$ cat src/rtl/stack_unit_pkg.sv
// -----------------------------------------------------------------------------
// stack_unit_pkg
// Shared constants and types for the operand stack.
//   DATA_W        : data word width, shared with the register stage and ALU
//   STACK_ADDR_W  : default stack pointer width (DEPTH = 2**STACK_ADDR_W)
//   FLAG_*        : bit positions when the control unit packs the stack flags
//                   into a status word
//   stack_op_e    : decoded stack operation for one cycle
// -----------------------------------------------------------------------------
package stack_unit_pkg;

    localparam int DATA_W       = 16;
    localparam int STACK_ADDR_W = 4;

    localparam int FLAG_EMPTY     = 0;
    localparam int FLAG_FULL      = 1;
    localparam int FLAG_OVERFLOW  = 2;
    localparam int FLAG_UNDERFLOW = 3;

    typedef enum logic [1:0] {
        OP_NONE    = 2'd0,
        OP_PUSH    = 2'd1,
        OP_POP     = 2'd2,
        OP_REPLACE = 2'd3
    } stack_op_e;

endpackage : stack_unit_pkg

$ cat src/rtl/stack_mem.sv
// -----------------------------------------------------------------------------
// stack_mem
// DEPTH x WIDTH storage for the deeper stack entries.
//   clk    : clock, rising edge
//   we     : write enable
//   waddr  : write index
//   wdata  : write data
//   raddr  : asynchronous read index
//   rdata  : entry at raddr
// -----------------------------------------------------------------------------
module stack_mem
    import stack_unit_pkg::*;
#(
    parameter int WIDTH  = DATA_W,
    parameter int ADDR_W = STACK_ADDR_W
) (
    input  logic              clk,
    input  logic              we,
    input  logic [ADDR_W-1:0] waddr,
    input  logic [WIDTH-1:0]  wdata,
    input  logic [ADDR_W-1:0] raddr,
    output logic [WIDTH-1:0]  rdata
);

    localparam int DEPTH = 2 ** ADDR_W;

    logic [WIDTH-1:0] mem [DEPTH];

    // NOTE: storage has no reset; the owner only ever selects entries it has
    // written, so clearing the array would cost logic and buy nothing.
    always_ff @(posedge clk) begin
        if (we) begin
            mem[waddr] <= wdata;
        end
    end

    assign rdata = mem[raddr];

endmodule : stack_mem

$ cat src/rtl/stack_unit.sv
// -----------------------------------------------------------------------------
// stack_unit
// LIFO operand stack with fully registered TOS/NOS outputs.
//   clk       : clock, rising edge
//   rst_n     : synchronous active-low reset
//   push      : push w_data
//   pop       : pop top entry (push+pop with a non-empty stack replaces top)
//   w_data    : word to push
//   err_clr   : clear sticky overflow/underflow
//   tos, nos  : top / next entry (0 when not present)
//   count     : number of valid entries, 0..DEPTH
//   empty     : count == 0
//   full      : count == DEPTH
//   overflow  : sticky, push while full
//   underflow : sticky, pop while empty
// -----------------------------------------------------------------------------
module stack_unit
    import stack_unit_pkg::*;
#(
    parameter int WIDTH  = DATA_W,
    parameter int ADDR_W = STACK_ADDR_W
) (
    input  logic              clk,
    input  logic              rst_n,
    input  logic              push,
    input  logic              pop,
    input  logic [WIDTH-1:0]  w_data,
    input  logic              err_clr,
    output logic [WIDTH-1:0]  tos,
    output logic [WIDTH-1:0]  nos,
    output logic [ADDR_W:0]   count,
    output logic              empty,
    output logic              full,
    output logic              overflow,
    output logic              underflow
);

    localparam int CNT_W = ADDR_W + 1;
    localparam logic [CNT_W-1:0] DEPTH_C = CNT_W'(2 ** ADDR_W);

    stack_op_e         op;
    logic [CNT_W-1:0]  count_next;
    logic [WIDTH-1:0]  tos_next;
    logic [WIDTH-1:0]  nos_next;
    logic              overflow_next;
    logic              underflow_next;
    logic              mem_we;
    logic [ADDR_W-1:0] mem_waddr;
    logic [ADDR_W-1:0] mem_raddr;
    logic [WIDTH-1:0]  mem_rdata;

    // Entry that becomes NOS after a pop; forced to 0 when fewer than three
    // entries exist so the read never lands on an unwritten slot.
    assign mem_raddr = (count >= CNT_W'(3)) ? ADDR_W'(count - CNT_W'(3)) : '0;

    stack_mem #(
        .WIDTH  (WIDTH),
        .ADDR_W (ADDR_W)
    ) u_mem (
        .clk   (clk),
        .we    (mem_we & rst_n),
        .waddr (mem_waddr),
        .wdata (w_data),
        .raddr (mem_raddr),
        .rdata (mem_rdata)
    );

    // Push+pop on an empty stack has nothing to replace, so it is a plain push.
    always_comb begin
        op = OP_NONE;
        if (push && pop) begin
            op = empty ? OP_PUSH : OP_REPLACE;
        end else if (push) begin
            op = OP_PUSH;
        end else if (pop) begin
            op = OP_POP;
        end
    end

    // NOTE: every output of this block gets a default first, so no path can
    // leave a signal unassigned and infer a latch.
    always_comb begin
        count_next     = count;
        tos_next       = tos;
        nos_next       = nos;
        overflow_next  = overflow & ~err_clr;
        underflow_next = underflow & ~err_clr;
        mem_we         = 1'b0;
        mem_waddr      = count[ADDR_W-1:0];

        unique case (op)
            OP_PUSH: begin
                if (full) begin
                    overflow_next = 1'b1;
                end else begin
                    mem_we     = 1'b1;
                    count_next = count + CNT_W'(1);
                    tos_next   = w_data;
                    nos_next   = tos;
                end
            end
            OP_POP: begin
                if (empty) begin
                    underflow_next = 1'b1;
                end else begin
                    count_next = count - CNT_W'(1);
                    tos_next   = nos;
                    nos_next   = (count >= CNT_W'(3)) ? mem_rdata : '0;
                end
            end
            OP_REPLACE: begin
                mem_we    = 1'b1;
                mem_waddr = ADDR_W'(count - CNT_W'(1));
                tos_next  = w_data;
            end
            default: ;
        endcase
    end

    // NOTE: sequential state uses non-blocking assignments so every register
    // samples the pre-edge values regardless of statement order.
    always_ff @(posedge clk) begin
        if (!rst_n) begin
            count     <= '0;
            tos       <= '0;
            nos       <= '0;
            empty     <= 1'b1;
            full      <= 1'b0;
            overflow  <= 1'b0;
            underflow <= 1'b0;
        end else begin
            count     <= count_next;
            tos       <= tos_next;
            nos       <= nos_next;
            empty     <= (count_next == '0);
            full      <= (count_next == DEPTH_C);
            overflow  <= overflow_next;
            underflow <= underflow_next;
        end
    end

endmodule : stack_unit

$ cat config.mk
export PLATFORM = sky130hd
export DESIGN_NAME = stack_unit
export DESIGN_NICKNAME = d
export VERILOG_FILES = /design/src/rtl/stack_unit_pkg.sv /design/src/rtl/stack_mem.sv /design/src/rtl/stack_unit.sv
export SDC_FILE = /design/constraint.sdc
export NUM_CORES = 1
export LEC_CHECK = 0
export CAP_MARGIN = 20
export CORE_UTILIZATION = 49
export DETAILED_ROUTE_END_ITERATION = 8
export GPL_TIMING_DRIVEN = 0
export HOLD_SLACK_MARGIN = 0.06
export PLACE_DENSITY = 0.71
export SETUP_SLACK_MARGIN = 0.05
export SYNTH_ARGS = -nofsm -noshare
export SYNTH_HDL_FRONTEND = slang
export SYNTH_SLANG_ARGS = --single-unit
$ cat constraint.sdc
create_clock -name clk -period 3.6 [get_ports clk]
set_input_delay 0.72 -clock clk [delete_from_list [all_inputs] [get_ports clk]]
set_output_delay 0.72 -clock clk [all_outputs]
set_load 0.02 [all_outputs]
; ---- Yosys cells after proc, flatten, opt, wreduce, memory -nomap -nowiden
; Memories as Yosys holds them, arrays and structs flattened.
; Index checks and enable logic that the tools add are counted.
[totals]
ff_bits = 41
ramBits = 256
in_bits = 21
out_inout_bits = 41
wordCells = 52
memories = 1
[memory_table]
columns = memory, depth, word_bits, read_ports, rd_clocked_by_memory_dff, write_ports, line
row1 = u_mem.mem, 16, 16, 1, 0, 1, stack_mem.sv:27  ; logic [WIDTH-1:0] mem [DEPTH];
[op_classes]
add_sub_neg = 3
order_cmp = 1
n_eq_ne = 6
mux = 24
n_bitwise = 4
reduce_logical = 6
[ops]
columns = op, count
row1 = $mux W16, 5
row2 = $pmux W16 S3, 1
row3 = $pmux W16 S2, 1
row4 = $mux W5, 2
row5 = $pmux W5 S2, 1
row6 = $mux W2, 4
row7 = $mux W4, 2
row8 = $mux W1, 7
row9 = $reduce_and A3 Y1, 2
row10 = $add A5 B1 Y5 const B, 1
row11 = $eq A5 B5 Y1 const B, 1
row12 = $ge A5 B2 Y1 const B, 1
row13 = $logic_not A5 Y1, 1
row14 = $sub A5 B1 Y5 const B, 1
row15 = $eq A2 B2 Y1 const B, 2
row16 = $ne A2 B2 Y1 const B, 2
row17 = $sub A4 B2 Y4 const B, 1
row18 = $and A1 B1 Y1, 3
row19 = $reduce_bool A3 Y1, 1
row20 = $eq A2 B1 Y1 const B, 1
row21 = $pmux W1 S2, 1
row22 = $reduce_bool A2 Y1, 1
row23 = $logic_and A1 B1 Y1, 1
row24 = $not A1 Y1, 1

; ---- Logic depth before layout (Yosys ltp)
[depth]
word_depth = 8
mapped_depth = 11

; ---- Cells and area by module
; From an unflattened synthesis, not the netlist that was laid out.
[hier_totals]
hier_cells = 658
area_unflattened_um2 = 11872.6
[by_module_without_submodules]
columns = mod, n_inst, cells_per_inst, area_each_um2
row1 = stack_mem, 1, 416, 9723.1
row2 = stack_unit, 1, 242, 2149.6

; ---- Least setup slack after synthesis
; Ideal clock, no wire load.
[synth_path]
kind = flip-flop to flip-flop
from = register count[0]
to = memory u_mem.mem[7][0] in the netlist's numbering, enable pin
setup_ps = 388
arrival_time_ps = 2801
t_required_ps = 3212
slack_ps = 411
path_stages_with_launch = 10
path_buffers = 3
period_less_slack_ps = 3189
path_cell_list = dfxtp_1 -> buf_2 -> inv_1 -> clkbuf_1 -> ha_1 -> clkbuf_1 -> a21oi_1 -> nor2b_1 -> nand2_1 -> nor2_1
[synth_between]
elab_chain_len = 2
[synth_lines]
columns = item, line
row1 = from (decl), stack_unit.sv:31  ; output logic [ADDR_W:0] count,
row2 = from (signal assigned), stack_unit.sv:132  ; count <= count_next;
row3 = $sub A5 B1 Y5, stack_unit.sv:113  ; mem_waddr = ADDR_W'(count - CNT_W'(1));
row4 = $mux W4 *, stack_unit.sv:91  ; unique case (op)
row5 = to (decl), stack_mem.sv:27
; Mark *: on every way between the ends. The rest lies on a longest branch, timed or not.

; ---- Final worst setup path
[layout_path]
from = input push
to = register tos[1]
[layout_between]
elab_chain_len = 5
elab_cells_between_ends = 11
cone_classes = eq/ne: 5 / mux: 3 / reduce/logical: 3
[layout_lines]
columns = item, line
row1 = from (decl), stack_unit.sv:25  ; input logic push,
row2 = $mux W2 or $logic_and A1 B1 Y1 (tied branches), "stack_unit.sv:73, stack_unit.sv:71"
row3 = $mux W2 *, stack_unit.sv:71  ; if (push && pop) begin
row4 = $eq A2 B1 Y1 or $eq A2 B2 Y1 (tied branches), stack_unit.sv:91
row5 = $ne A2 B2 Y1 (no line) or $reduce_bool A3 Y1 (tied branches), --
row6 = $reduce_and A3 Y1 (no line), --
row7 = to (signal assigned), stack_unit.sv:133  ; tos <= tos_next;
row8 = to (decl), stack_unit.sv:29  ; output logic [WIDTH-1:0] tos,
; Marked as above.
; A chain may end at the register's enable or synchronous reset.

==> results by group <==
Critical path
  – Worst path required time: slightly above 4 ns
  – CP Capture Type: flop
  – Slowest-stage cell, CP: a221oi_1
  – CP Launch Type: primary input
  – Critical-path cell list: clkdlybuf4s50_1, nand2_1, and2_1, ha_1, clkbuf_2, a221oi_1, clkbuf_1, nand2_1, o211a_1
  – Top delay family on crit path: buffers and inverters
  – CP arrival: roughly 4 ns
  – Max Fanout on Critical Path: 10
  – CP Class: in2reg
  – Most numerous cell on the critical path: nand2_1
  – CP Buf/Inv Count: 3
  – Crit path largest cell delay: around 0.93 ns

Job
  – MaxCap Viol Count: 0

Clock network
  – CTS Hold Bufs: 0
  – Worst-path clk slew: roughly 0.06 ns
  – Clk Latency, worst-skew pair: around 0.56 ns
  – Root Driver: clkbuf_16
  – TritonCTS Sinks: between 200 and 300
  – CTS tree: yes
  – CTS Buffer Depth: 3
  – Htree depth: 1
  – Num CTS Buffers: 29

Floorplanning
  – Row count: 57
  – Die X: between 150 and 200 µm
  – Core area: about 25000 µm²
  – DIE HEIGHT: 161 µm
  – Initial Util: between 50% and 60%
  – Top Ports: slightly above 60
  – Die Area: 25900 µm²

Cells and area
  – Non-Filler Instances: roughly 1300
  – Ant diodes: 0
  – Commonest non-fill, non-tap cell in the layout: edfxtp_1
  – Most frequent cells in the layout: edfxtp_1 (256), nand2_1 (89), mux2i_1 (81)
  – Layout cells sized above 1: between 10% and 20%
  – Final Util: between 50 and 60%
  – Layout overhead on the synthesized area: 18.7%
  – Fin nets: 989

Synthesis
  – Async set-reset flop share out of synthesis: 0%
  – EDFF count, synth: ~260
  – Largest family of logic cells by synthesized area: compound AO/OA/AOI/OAI gates
  – Adder-cell share of the synthesized area: less than 1%
  – Mean area per synthesized cell: between 10 and 15 µm²
  – Xor-xnor portion of the synthesized cell area: less than 1%
  – Main flop type after synthesis: edfxtp_1
  – Mapped Area: ~12000 µm²
  – Ys Warns: 0
  – Synth area leaders: edfxtp_1 (62%), dfxtp_1 (6.6%), mux2i_1 (6.6%), mux4_2 (2.9%), nand2_1 (2.7%)
  – Yosys reg bits: 297
  – Leading area contributor after synthesis: edfxtp_1
  – Netlist cell types: 54
  – Synth top area share: between 60 and 70%
  – Syn Nets: between 800 and 900
  – Gate Count Post-Synth: approximately 860
  – Compound-Gate Fraction of Synth Area: between 10% and 20%
  – Mux cell area share after synthesis: under 10%
  – Seq/Total Area, Yosys: between 60% and 70%
  – Simple-Gate Fraction of Synth Area: 7.33%

Placed design
  – Detail Placement HPWL: 20800 µm
  – Dpl cells: approximately 1300
  – PortBufs: 61
  – GP Congestion: approximately 0.9
  – Pre-CTS WS: -0.539 ns

Pwr
  – Int Pwr: 5.92 mW
  – Sw frac: about 23%
  – Pwr Total: between 7 and 8 mW
  – Sequential power share: about half
  – Comb power frac: under 10%
  – Clock share of power: around 41%
  – Worst VDD drop: about 0.4 mV
  – Sw power: around 1.8 mW
  – Pleak: about 4.8 nW
  – PwrDens: 525 nW/µm²

Timing
  – Post-route setup slack: between 0.1 and 0.15 ns
  – Worst Skew: roughly 0.011 ns
  – Worst slew margin: 33.2%
  – Crit path time final: 3.45 ns
  – Final hold violation count: 0
  – Worst hold margin: between 0.4 and 0.5 ns
  – Setup repair after global routing missed its margin: no
  – Pins Over Slew Limit: 0
  – Worst Max-Slew Pin Slew: between 1 and 1.5 ns
  – Crit share post-route: 95.9%
  – Maximum clock rate: roughly 290 MHz
  – Final setup vio count: 0

Routing
  – Wirelength per Cell: about 24 µm
  – DR iter-0 viols: between 700 and 800
  – Vias per cell: between 6 and 7
  – Final wirelength: between 30000 and 40000 µm
  – Detailed-router iteration count before antenna repair: 6
  – DRC: 0
  – Post-route ant nets: 0
  – Via Count: approximately 7900

Global route
  – Congestion Overflow GR: 0
  – First-pass GRT wire length: about 47000 µm
  – Total GRT Usage: between 20 and 25%
  – Largest net degree at the start of global routing: 18
  – Antenna violations before repair: 0
  – Via count of the first global-routing pass: between 7000 and 8000

Hold path
  – Min-delay worst type: reg2reg

Run status
  – Status: finished, final reports clean
-- metal layers --
metal  share of wire [%]  GRT usage [%]  vias up  wire length [µm]
met5                   0              0        -                 0
met1                  41           33.4     3890             12700
met2                  47           38.8      394             14700
li1                    -              -     3527                 -
met3                 7.2           3.85       86              2210
met4                 4.0           8.70        0              1250
-- path summary, 6_finish.rpt --
path	endpoint	slack, ns	startpoint	cells past startpoint
worst max register to register	nos[4]	0.23	count[0]	10
worst min register to register	underflow	0.49	underflow	2
worst max-delay path	tos[1]	0.15	push	9
worst min-delay path	underflow	0.49	underflow	2
-- registers in the layout, summed over array words and instances, names as in the netlist --
register and flops:
u_mem.mem 256, nos 16, tos 16, count 5, empty 1, full 1
overflow 1, underflow 1
-- cell usage after synthesis, types with 3 or more instances --
library cell,count
dfxtp_1,41
nand2b_1,4
a2bb2oi_1,3
and2_1,3
ha_1,6
a2111oi_2,10
nor2_1,48
buf_2,15
inv_1,9
mux4_2,16
o211a_1,16
clkbuf_1,27
edfxtp_1,256
o21ai_0,30
a21oi_1,47
nor3_1,10
a211oi_1,18
o21a_1,6
mux2i_1,81
nand3_1,5
a2111oi_0,17
o22ai_1,22
buf_4,6
nor4_1,4
nand2_1,90
mux2_2,3
nor2b_1,27
-- repair_timing --
action | CTS | global route
gates cloned | 0 | 0
endpoints found under the hold margin | 0 | 0
pin swaps | 0 | 2
setup endpoints to repair | 98 | 205
setup buffers | 0 | 2
resized for setup | 10 | 16
-- cell type report --
| class | instances | area (µm²) |
|---|---|---|
| buffer | 51 | 255 |
| clock buffer | 40 | 797 |
| clock inverter | 14 | 184 |
| fill | 1874 | 9850 |
| inverter | 10 | 37.5 |
| multi-input combinational | 499 | 3680 |
| sequential | 297 | 8510 |
| tap | 324 | 405 |
| timing repair buffer | 74 | 816 |
-- kinds of logic (layout without fill, tap and decap cells) --
logic type	Yosys count	count (layout)
AOI/OAI and AO/OA	190	190
muxes	101	101
adders and majority gates	6	6
buffers and inverters	61	189
xor gates and xnor gates	3	3
and+or+nand+nor	199	199
DFF	297	297
-- through the flow --
| step | setup TNS (ns) | area (µm²) |
|---|---|---|
| final | 0 | 14700 |
| after global routing | 0 | 14700 |
| after CTS | 0 | 14600 |
| after detailed placement | -27.30 | 13600 |
| after global placement | -161.45 | 13400 |
| after floorplan | 0 | 12400 |
-- worst min-delay path: cells and delay by family (launching register included) --
kind | cells | cell delay (ns)
AO/OA/AOI/OAI | 1 | 0.07
AND/OR/NAND/NOR | 1 | 0.06
flip-flops | 1 | 0.31
-- power groups by stage --
stage	logic, mW	clock network [mW]	registers (mW)
after floorplan	0.347	0	3.97
after global placement	0.690	0	3.93
after detailed placement	0.707	0	3.93
after CTS	0.714	3.15	3.86
after global routing	0.774	3.28	3.87
final	0.723	3.12	3.86
No activity file was read; power rests on OpenSTA's default activity.
